$ cat src/rtl/riscv_core_vec_seq_ctrl_pkg.sv
// Shared definitions for the vector sequencer: op encodings, register geometry
// and FSM state encoding.
package riscv_core_vec_seq_ctrl_pkg;

    localparam int VEC_ELEM_W = 8;
    localparam int VEC_REG_W  = 256;
    localparam int VEC_VLMAX  = VEC_REG_W / VEC_ELEM_W;

    localparam logic [1:0] VEC_OP_VV    = 2'd0;
    localparam logic [1:0] VEC_OP_SETVL = 2'd1;

    typedef enum logic [2:0] {
        ST_IDLE  = 3'd0,
        ST_BEAT  = 3'd1,
        ST_DRAIN = 3'd2,
        ST_WB    = 3'd3,
        ST_SETV  = 3'd4
    } vec_state_e;

endpackage

$ cat src/rtl/riscv_core_vec_seq_ctrl_elem_en.sv
// Element-enable generation: which of the 32 elements the op touches, and the
// LANES-wide slice of that vector for the current beat.
module riscv_core_vec_elem_en #(
    parameter int LANES = 8
) (
    input  logic [5:0]       vl,
    input  logic [31:0]      mask,
    input  logic             masked,
    input  logic [1:0]       beat_idx,
    output logic [31:0]      active,
    output logic [LANES-1:0] slice
);

    always_comb begin
        active = '0;
        for (int i = 0; i < 32; i++) begin
            active[i] = (6'(i) < vl) && (!masked || mask[i]);
        end
    end

    always_comb begin
        slice = active[int'(beat_idx) * LANES +: LANES];
    end

endmodule

$ cat src/rtl/riscv_core_vec_seq_ctrl.sv
// Multi-cycle vector op sequencer: beats a LANES-wide FU over the active
// elements, drains the FU pipeline, then issues one masked regfile write.
module riscv_core_vec_seq_ctrl
    import riscv_core_vec_seq_ctrl_pkg::*;
#(
    parameter int LANES  = 8,
    parameter int FU_LAT = 2,
    parameter int VLMAX  = VEC_VLMAX
) (
    input  logic             clk,
    input  logic             reset,
    input  logic             op_val,
    output logic             op_rdy,
    input  logic [1:0]       op_type,
    input  logic [4:0]       op_vd,
    input  logic [4:0]       op_vs1,
    input  logic [4:0]       op_vs2,
    input  logic             op_masked,
    input  logic [31:0]      op_avl,
    input  logic [5:0]       vl,
    input  logic [31:0]      mask,
    output logic [4:0]       raddr0,
    output logic [4:0]       raddr1,
    output logic             beat_val,
    output logic [1:0]       beat_idx,
    output logic [LANES-1:0] beat_en,
    output logic             wen_p,
    output logic [4:0]       waddr_p,
    output logic [31:0]      elem_wen,
    output logic             wvlen_p,
    output logic [5:0]       wvl_p,
    output logic             busy,
    output logic             done,
    output logic [2:0]       dbg_state
);

    localparam int DW = (FU_LAT > 1) ? $clog2(FU_LAT) : 1;

    // Handshake: an op transfers on the rising edge where op_val && op_rdy;
    // op_rdy is high only in IDLE and does not depend on op_val.
    vec_state_e        state_q, state_d;
    logic [1:0]        beat_q, beat_d;
    logic [DW-1:0]     drain_q, drain_d;
    logic [4:0]        vd_q, vd_d, vs1_q, vs1_d, vs2_q, vs2_d;
    logic              masked_q, masked_d;
    logic [31:0]       avl_q, avl_d;
    logic [5:0]        vl_q, vl_d;
    logic [31:0]       mask_q, mask_d;

    logic [31:0]       active;
    logic [LANES-1:0]  slice;
    logic [5:0]        vl_eff;
    logic              last_beat;

    riscv_core_vec_elem_en #(.LANES(LANES)) u_elem_en (
        .vl       (vl_q),
        .mask     (mask_q),
        .masked   (masked_q),
        .beat_idx (beat_q),
        .active   (active),
        .slice    (slice)
    );

    // A vl above VLMAX must not run the beat counter past the register.
    assign vl_eff    = (vl_q > 6'(VLMAX)) ? 6'(VLMAX) : vl_q;
    assign last_beat = (({30'd0, beat_q} + 32'd1) * 32'(LANES)) >= {26'd0, vl_eff};

    always_ff @(posedge clk or posedge reset) begin
        if (reset) begin
            state_q  <= ST_IDLE;
            beat_q   <= '0;
            drain_q  <= '0;
            vd_q     <= '0;
            vs1_q    <= '0;
            vs2_q    <= '0;
            masked_q <= 1'b0;
            avl_q    <= '0;
            vl_q     <= '0;
            mask_q   <= '0;
        end else begin
            state_q  <= state_d;
            beat_q   <= beat_d;
            drain_q  <= drain_d;
            vd_q     <= vd_d;
            vs1_q    <= vs1_d;
            vs2_q    <= vs2_d;
            masked_q <= masked_d;
            avl_q    <= avl_d;
            vl_q     <= vl_d;
            mask_q   <= mask_d;
        end
    end

    always_comb begin
        state_d  = state_q;
        beat_d   = beat_q;
        drain_d  = drain_q;
        vd_d     = vd_q;
        vs1_d    = vs1_q;
        vs2_d    = vs2_q;
        masked_d = masked_q;
        avl_d    = avl_q;
        vl_d     = vl_q;
        mask_d   = mask_q;
        case (state_q)
            ST_IDLE: begin
                if (op_val) begin
                    vd_d     = op_vd;
                    vs1_d    = op_vs1;
                    vs2_d    = op_vs2;
                    masked_d = op_masked;
                    avl_d    = op_avl;
                    vl_d     = vl;
                    mask_d   = mask;
                    beat_d   = '0;
                    drain_d  = '0;
                    if (op_type == VEC_OP_SETVL) begin
                        state_d = ST_SETV;
                    end else if (vl == 6'd0) begin
                        state_d = ST_WB;
                    end else begin
                        state_d = ST_BEAT;
                    end
                end
            end
            ST_BEAT: begin
                if (last_beat) begin
                    state_d = ST_DRAIN;
                    drain_d = '0;
                end else begin
                    beat_d = beat_q + 2'd1;
                end
            end
            ST_DRAIN: begin
                if (drain_q == DW'(FU_LAT - 1)) begin
                    state_d = ST_WB;
                end else begin
                    drain_d = drain_q + DW'(1);
                end
            end
            ST_WB:   state_d = ST_IDLE;
            ST_SETV: state_d = ST_IDLE;
            default: state_d = ST_IDLE;
        endcase
    end

    always_comb begin
        op_rdy   = 1'b0;
        busy     = 1'b0;
        raddr0   = '0;
        raddr1   = '0;
        beat_val = 1'b0;
        beat_idx = '0;
        beat_en  = '0;
        wen_p    = 1'b0;
        waddr_p  = '0;
        elem_wen = '0;
        wvlen_p  = 1'b0;
        wvl_p    = '0;
        done     = 1'b0;
        case (state_q)
            ST_IDLE: op_rdy = 1'b1;
            ST_BEAT: begin
                beat_val = 1'b1;
                beat_idx = beat_q;
                beat_en  = slice;
            end
            ST_WB: begin
                wen_p    = 1'b1;
                waddr_p  = vd_q;
                elem_wen = active;
                done     = 1'b1;
            end
            ST_SETV: begin
                wvlen_p = 1'b1;
                wvl_p   = (avl_q > 32'(VLMAX)) ? 6'(VLMAX) : avl_q[5:0];
                done    = 1'b1;
            end
            default: ;
        endcase
        if (state_q != ST_IDLE) begin
            busy   = 1'b1;
            raddr0 = vs1_q;
            raddr1 = vs2_q;
        end
    end

    assign dbg_state = state_q;

endmodule

$ cat config.mk
export PLATFORM = sky130hd
export DESIGN_NAME = riscv_core_vec_seq_ctrl
export DESIGN_NICKNAME = d
export VERILOG_FILES = /design/src/rtl/riscv_core_vec_seq_ctrl_pkg.sv /design/src/rtl/riscv_core_vec_seq_ctrl_elem_en.sv /design/src/rtl/riscv_core_vec_seq_ctrl.sv
export SDC_FILE = /design/constraint.sdc
export NUM_CORES = 1
export LEC_CHECK = 0
export BUFFER_PORTS_ARGS = -buffer_cell sky130_fd_sc_hd__buf_2
export CORE_MARGIN = 2
export CORE_UTILIZATION = 45
export DETAILED_ROUTE_END_ITERATION = 7
export GPL_TIMING_DRIVEN = 0
export PLACE_DENSITY = 0.74
export SYNTH_ARGS = -nofsm -noshare
export SYNTH_HDL_FRONTEND = slang
export SYNTH_SLANG_ARGS = --single-unit
$ cat constraint.sdc
create_clock -name clk -period 7.26 [get_ports clk]
set_clock_uncertainty 0.05 [all_clocks]
set_input_delay 1.815 -clock clk [delete_from_list [all_inputs] [get_ports clk]]
set_output_delay 1.815 -clock clk [all_outputs]
set_load 0.01 [all_outputs]
**Word level (Yosys, flattened, before mapping)**

Index checks and enable logic that the tools add are counted.

- Add/sub/neg operators: 3
- Multiply operators: 0
- Div/mod/pow operators: 0
- Order comparisons: 35
- Eq/ne operators: 9
- Shifts and indexed selects: 1
- Multiplexer cells: 28
- Bitwise logic cells: 0
- Reductions and logical operators: 75

Operators with widths:

| kind | count |
|---|---|
| $lt A5 B6 Y1 const A | 16 |
| $lt A4 B6 Y1 const A | 8 |
| $gt A32 B6 Y1 const B | 1 |
| $logic_and A1 B1 Y1 | 32 |
| $logic_or A1 B1 Y1 | 32 |
| $mux W32 | 1 |
| $shiftx A32 B6 Y8 | 1 |
| $lt A3 B6 Y1 const A | 4 |
| $mux W6 | 3 |
| $mux W5 | 3 |
| $lt A1 B6 Y1 const A | 2 |
| $lt A2 B6 Y1 const A | 2 |
| $mux W3 | 4 |
| $mux W1 | 9 |
| $pmux W3 S3 | 1 |
| $reduce_and A3 Y1 | 3 |
| $mux W2 | 4 |
| $mux W8 | 1 |
| $ne A2 B2 Y1 const B | 4 |
| $eq A3 B2 Y1 const B | 2 |
| $ge A6 B6 Y1 | 1 |
| $gt A6 B6 Y1 const B | 1 |
| $logic_not A6 Y1 | 1 |
| $reduce_bool A3 Y1 | 2 |
| 13 further kinds | 13 |

- Register bits after elaboration: 92
- Latch bits: 0
- Memory bits (writable): 0
- Memory bits (read-only): 0
- Input bits: 91
- Word-level logic and storage cells: 161
- Memories kept: 0

**Longest topological paths before layout**

- Depth in word-level cells: 5
- Gate-level depth with buffers: 8
- Depth with buffers taken out: 7

**Modules after synthesis**

Synthesis repeated with hierarchy kept, for this count alone.

- Cell total of the unflattened synthesis: 623
- Area, all modules: 5007.3 µm²

Modules (own cells, without submodules):

| module | times used | cells each | area each (µm²) | seq. area each (µm²) |
|---|---|---|---|---|
| riscv_core_vec_seq_ctrl | 1 | 497 | 4187.8 | 2302.2 |
| riscv_core_vec_elem_en | 1 | 126 | 819.5 | 0.0 |

**Worst setup path after synthesis**

Ideal clock, no wire load.

- Path type: flip-flop to output port
- Start point: register state_q[1] (netlist: dbg_state[1])
- End point: output port beat_en[6]
- Arrival time: 1.716 ns
- Required time: 5.395 ns
- Path slack: 3.679 ns
- Cell stages (with the launch flop): 7
- Cells stage by stage: dfrtp_1 buf_4 or3b_1 buf_6 nor2_1 nand3_1 a32oi_1

- Longest elaborated chain between the ends: 2

RTL lines:

| item | line | text |
|---|---|---|
| start: declaration | riscv_core_vec_seq_ctrl.sv:41 | `vec_state_e state_q, state_d;` |
| start signal: assignment | riscv_core_vec_seq_ctrl.sv:81 | `state_q <= state_d;` |
| $eq A3 B1 Y1 | riscv_core_vec_seq_ctrl.sv:161 | `case (state_q)` |
| $mux W8 | riscv_core_vec_seq_ctrl.sv:161 |  |
| end: declaration | riscv_core_vec_seq_ctrl.sv:26 | `output logic [LANES-1:0] beat_en,` |

Every way passes these cells.

**Worst setup path after layout**

- Start point: register vl_q[2]
- End point: output port beat_en[2]

- Longest elaborated chain between the ends: 4
- Elaborated cells between the ends (all ways): 10
- Classes of those cells: order compare: 4; shift: 1; mux: 1; reduce/logical: 4

RTL lines:

| item | line | text |
|---|---|---|
| start: declaration | riscv_core_vec_seq_ctrl.sv:47 | `logic [5:0] vl_q, vl_d;` |
| start signal: assignment | riscv_core_vec_seq_ctrl.sv:89 | `vl_q <= vl_d;` |
| $lt A2 B6 Y1 (tied with other cells) | riscv_core_vec_seq_ctrl_elem_en.sv:17 | `active[i] = (6'(i) < vl) && (!masked \|\| mask[i]);` |
| $logic_and A1 B1 Y1 | riscv_core_vec_seq_ctrl_elem_en.sv:17 |  |
| $shiftx A32 B6 Y8 * | riscv_core_vec_seq_ctrl_elem_en.sv:22 | `slice = active[int'(beat_idx) * LANES +: LANES];` |
| $mux W8 * | riscv_core_vec_seq_ctrl.sv:161 |  |

Every way passes the cells marked *; elsewhere a longest branch is shown, timed or not.

==> impl_results.md <==
- Area fraction of the dominant cell type after synthesis: 46.54%
- Largest cells by area after synthesis: dfrtp_1, nand2_1, o21ai_0
- Num CTS Buffers: 9
- Global Route Usage Sum: 27.87%
- DRT Wirelength: around 16 mm
- GRT overflow: 0
- Critical-path top delay cell: nor4_1
- Largest net degree at the start of global routing: 65
- Fillers: approximately 1000
- Final Net Count: 890
- I/O pins: roughly 160
- Initial drt markers: between 300 and 400
- Cell Rows: 38
- TritonCTS clock tree: built
- Leading area contributor after synthesis: dfrtp_1
- Slew HR: a little over a fifth
- Slew Limit Fails: 0
- Post-Syn Area: roughly 4900 um^2
- Slew of the pin with the lowest slew margin: 1.172 ns
- Hold-fix buffers, CTS: 0
- Synth Flop Type: dfrtp_1
- Post-CTS setup buffer count: 0
- WP data required: roughly 5.4 ns
- Warnings from Yosys: 0
- Max Freq: roughly 220 MHz
- Max-cap violations: 0
- Avg Cell Area, Syn: around 8.0 um^2
- Ant diodes: 0
- Critical path launch point type: flip-flop
- Critical setup path kind: flip-flop to output port
- Library cells used by synthesis: 55
- CTS H-tree lvls: 3
- Worst path most repeated cell: a211oi_1
- Initial antenna violation count: 1
- Stages on worst setup path: 6
- Cell Chain, Critical Path: buf_2 > nor4_1 > a211oi_1 > a211oi_1 > a211oi_1 > buf_2
- RSZ-0062 raised after global routing: false
- Critical path's largest stage delay: 1.00 ns
- Post-DP HPWL: between 10 and 15 mm
- Crit path max-delay family: simple AND/OR/NAND/NOR gates
- Syn_nets: roughly 720
- Peak VDD IR: 199.1 uV
- Outcome: completed
- PortBufs: roughly 160
- R2r setup slk: slightly above 5 ns
- Final WS setup: approximately 2.7 ns
- Buf/Inv on CP: 2
- Chip Width: about 110 um
- Clock Sinks: 92
- Root Buffer: clkbuf_8
- Power Dens Cells: between 400 and 500 nW/um^2
- Worst-path clk slew: roughly 0.1 ns
- Critical R2R Capture: beat_q[0]$_DFFE_PP0P_
- Die area: 11850 um^2
- Worst Hold Class: flip-flop to flip-flop
- Detailed-route wire length per cell: 17.20 um
- DP Worst Slack: 3.197 ns
- Initial core utilization: a little under half
- R2r worst-path depth: 8
- Final antenna-violating net count: 0
- Critical path peak fanout: 10
- Hold endpoint: mask_q[24]$_DFFE_PP0P_
- Via density: 5.352
- Crit path capture type: output port
- Post-CTS sizing: 0
- Wire length of the first global-routing pass: about 25 mm
- Core Util, Final: a little under three fifths
- Fin. Hold Viols: 0
- Final setup TNS: 0 ns
- P&R area growth vs syn: 24.56%
- Fin crit share: around 63%
- Min cycle time layout: around 4.6 ns
- Power consumption: around 2.7 mW
- RR Startpoint: vl_q[3]$_DFFE_PP0P_
- EDFF count, synth: 0
- Seq/Total Area, Yosys: 46.54%
- Max clock buf depth: 2
- Placed Cells: roughly 920
- Detailed-route DRC error count: 0
- Synth async-reset ratio: 100.0%
- Synth Register Bits: just over 90
- Hold path start: mask_q[24]$_DFFE_PP0P_
- Via count: 5031
- Layout cells sized above 1: a little over a quarter
- Core area: roughly 11000 um^2
- Worst Path Arrival: 2.69 ns
- Vias in the first global route: 4891
- Non-Filler Instances: between 900 and 1000
- Leak pwr: roughly 3.4 nW
- Final setup violation count: 0
- Synth Instances: approximately 620
- Final GP Congestion: about 1
- Die H: around 110 um
- Hold Path Depth: 2
- Clk_lat worst skew: 0.38 ns
- First-pass DRT Iterations: 5
-- flip-flops by register name, indices dropped and copies added, names as in the netlist --
register   cells
avl_q         32
mask_q        32
vl_q           6
vd_q           5
vs1_q          5
vs2_q          5
dbg_state      3
beat_q         2
drain_q        1
masked_q       1
-- through the flow --
step           cell area, um^2  hold slack, ns
2_1_floorplan             4947          0.3869
3_3_place_gp              5933          0.4015
3_5_place_dp              5963          0.4113
4_1_cts                   6162          0.4349
5_1_grt                   6162          0.4531
6_report                  6162          0.4278
-- metal layers --
metal  vias to the layer above  part of all wire (%)  GRT usage [%]  wire (um)
met5                         -                     0              0          0
met4                         0                   2.2          10.81        361
met3                        34                   9.7          5.798       1575
met2                       253                    47          45.85       7539
met1                      2341                    41          36.09       6690
li1                       2403                     -              -          -
-- placed cells by master (no fill, tap or decap), drive strengths merged, types with 8 or more instances in the layout --
cell    Yosys  routed
nor4       12      12
nand2b     12      12
a211oi      8       8
nor2       21      21
nor2b      18      18
a21oi      11      11
nand2     258     258
dfrtp      92      92
and2       14      14
a221oi     10      10
o21ai      24      24
buf        26     189
inv        19      22
clkbuf     18      28
-- final cells by class --
type                       count  area [um^2]  area share (%)
buffer                        44        207.7           3.371
clock buffer                  10        127.6           2.071
clock inverter                 6        71.32           1.157
inverter                      19        73.82           1.198
multi-input combinational    466         2366           38.40
sequential                    92         2302           37.36
tap                          140        175.2           2.843
timing repair buffer         163        838.3           13.60
-- Yosys cell counts, drive strengths merged (2+ instances only) --
cell type,n
buf,26
mux2,2
nor2,21
nor4,12
a31oi,4
mux2i,7
and3,7
dfrtp,92
a32oi,2
and2,14
or2,2
o211a,2
nand2b,12
a221oi,10
a221o,2
clkbuf,18
o21ai,24
nor2b,18
inv,19
a21oi,11
nand4,2
a21o,4
nand3,6
o22ai,3
nand2,258
ha,4
a211oi,8
a2111oi,6
nor3,7
-- how the worst max path moves through the flow --
stage	start	end	slack, ns
after floorplan	reset	avl_q[0]$_DFFE_PP0P_	3.00
after global placement	reset	vl_q[3]$_DFFE_PP0P_	1.98
after detailed placement	vl_q[5]$_DFFE_PP0P_	beat_en[0]	3.20
after CTS	vl_q[2]$_DFFE_PP0P_	beat_en[2]	2.77
after global routing	vl_q[2]$_DFFE_PP0P_	beat_en[2]	2.56
final	vl_q[2]$_DFFE_PP0P_	beat_en[2]	2.71
-- where the power goes --
part           internal, mW  leakage [nW]  switching (mW)
clock                 0.164        0.0992           0.200
combinational         0.497          2.15           0.888
sequential            0.752          1.14           0.149
total                  1.41          3.39            1.24
-- worst min-delay path: stages (launching register included) --
cell and delay, ns:
dfrtp_1 0.35, nand2_1 0.05, nand2_1 0.06
-- kinds of logic (layout without fill, tap and decap cells) --
logic type | count (synthesis) | count (layout) | share of synthesized area (%)
DFF | 92 | 92 | 46.54
adders and majority gates | 4 | 4 | 1.012
AOI/OAI and AO/OA | 88 | 88 | 12.75
muxes | 9 | 9 | 1.872
and+or+nand+nor | 365 | 365 | 32.20
buffers and inverters | 63 | 242 | 5.640
Note: power is estimated with default switching activity, not from simulation.
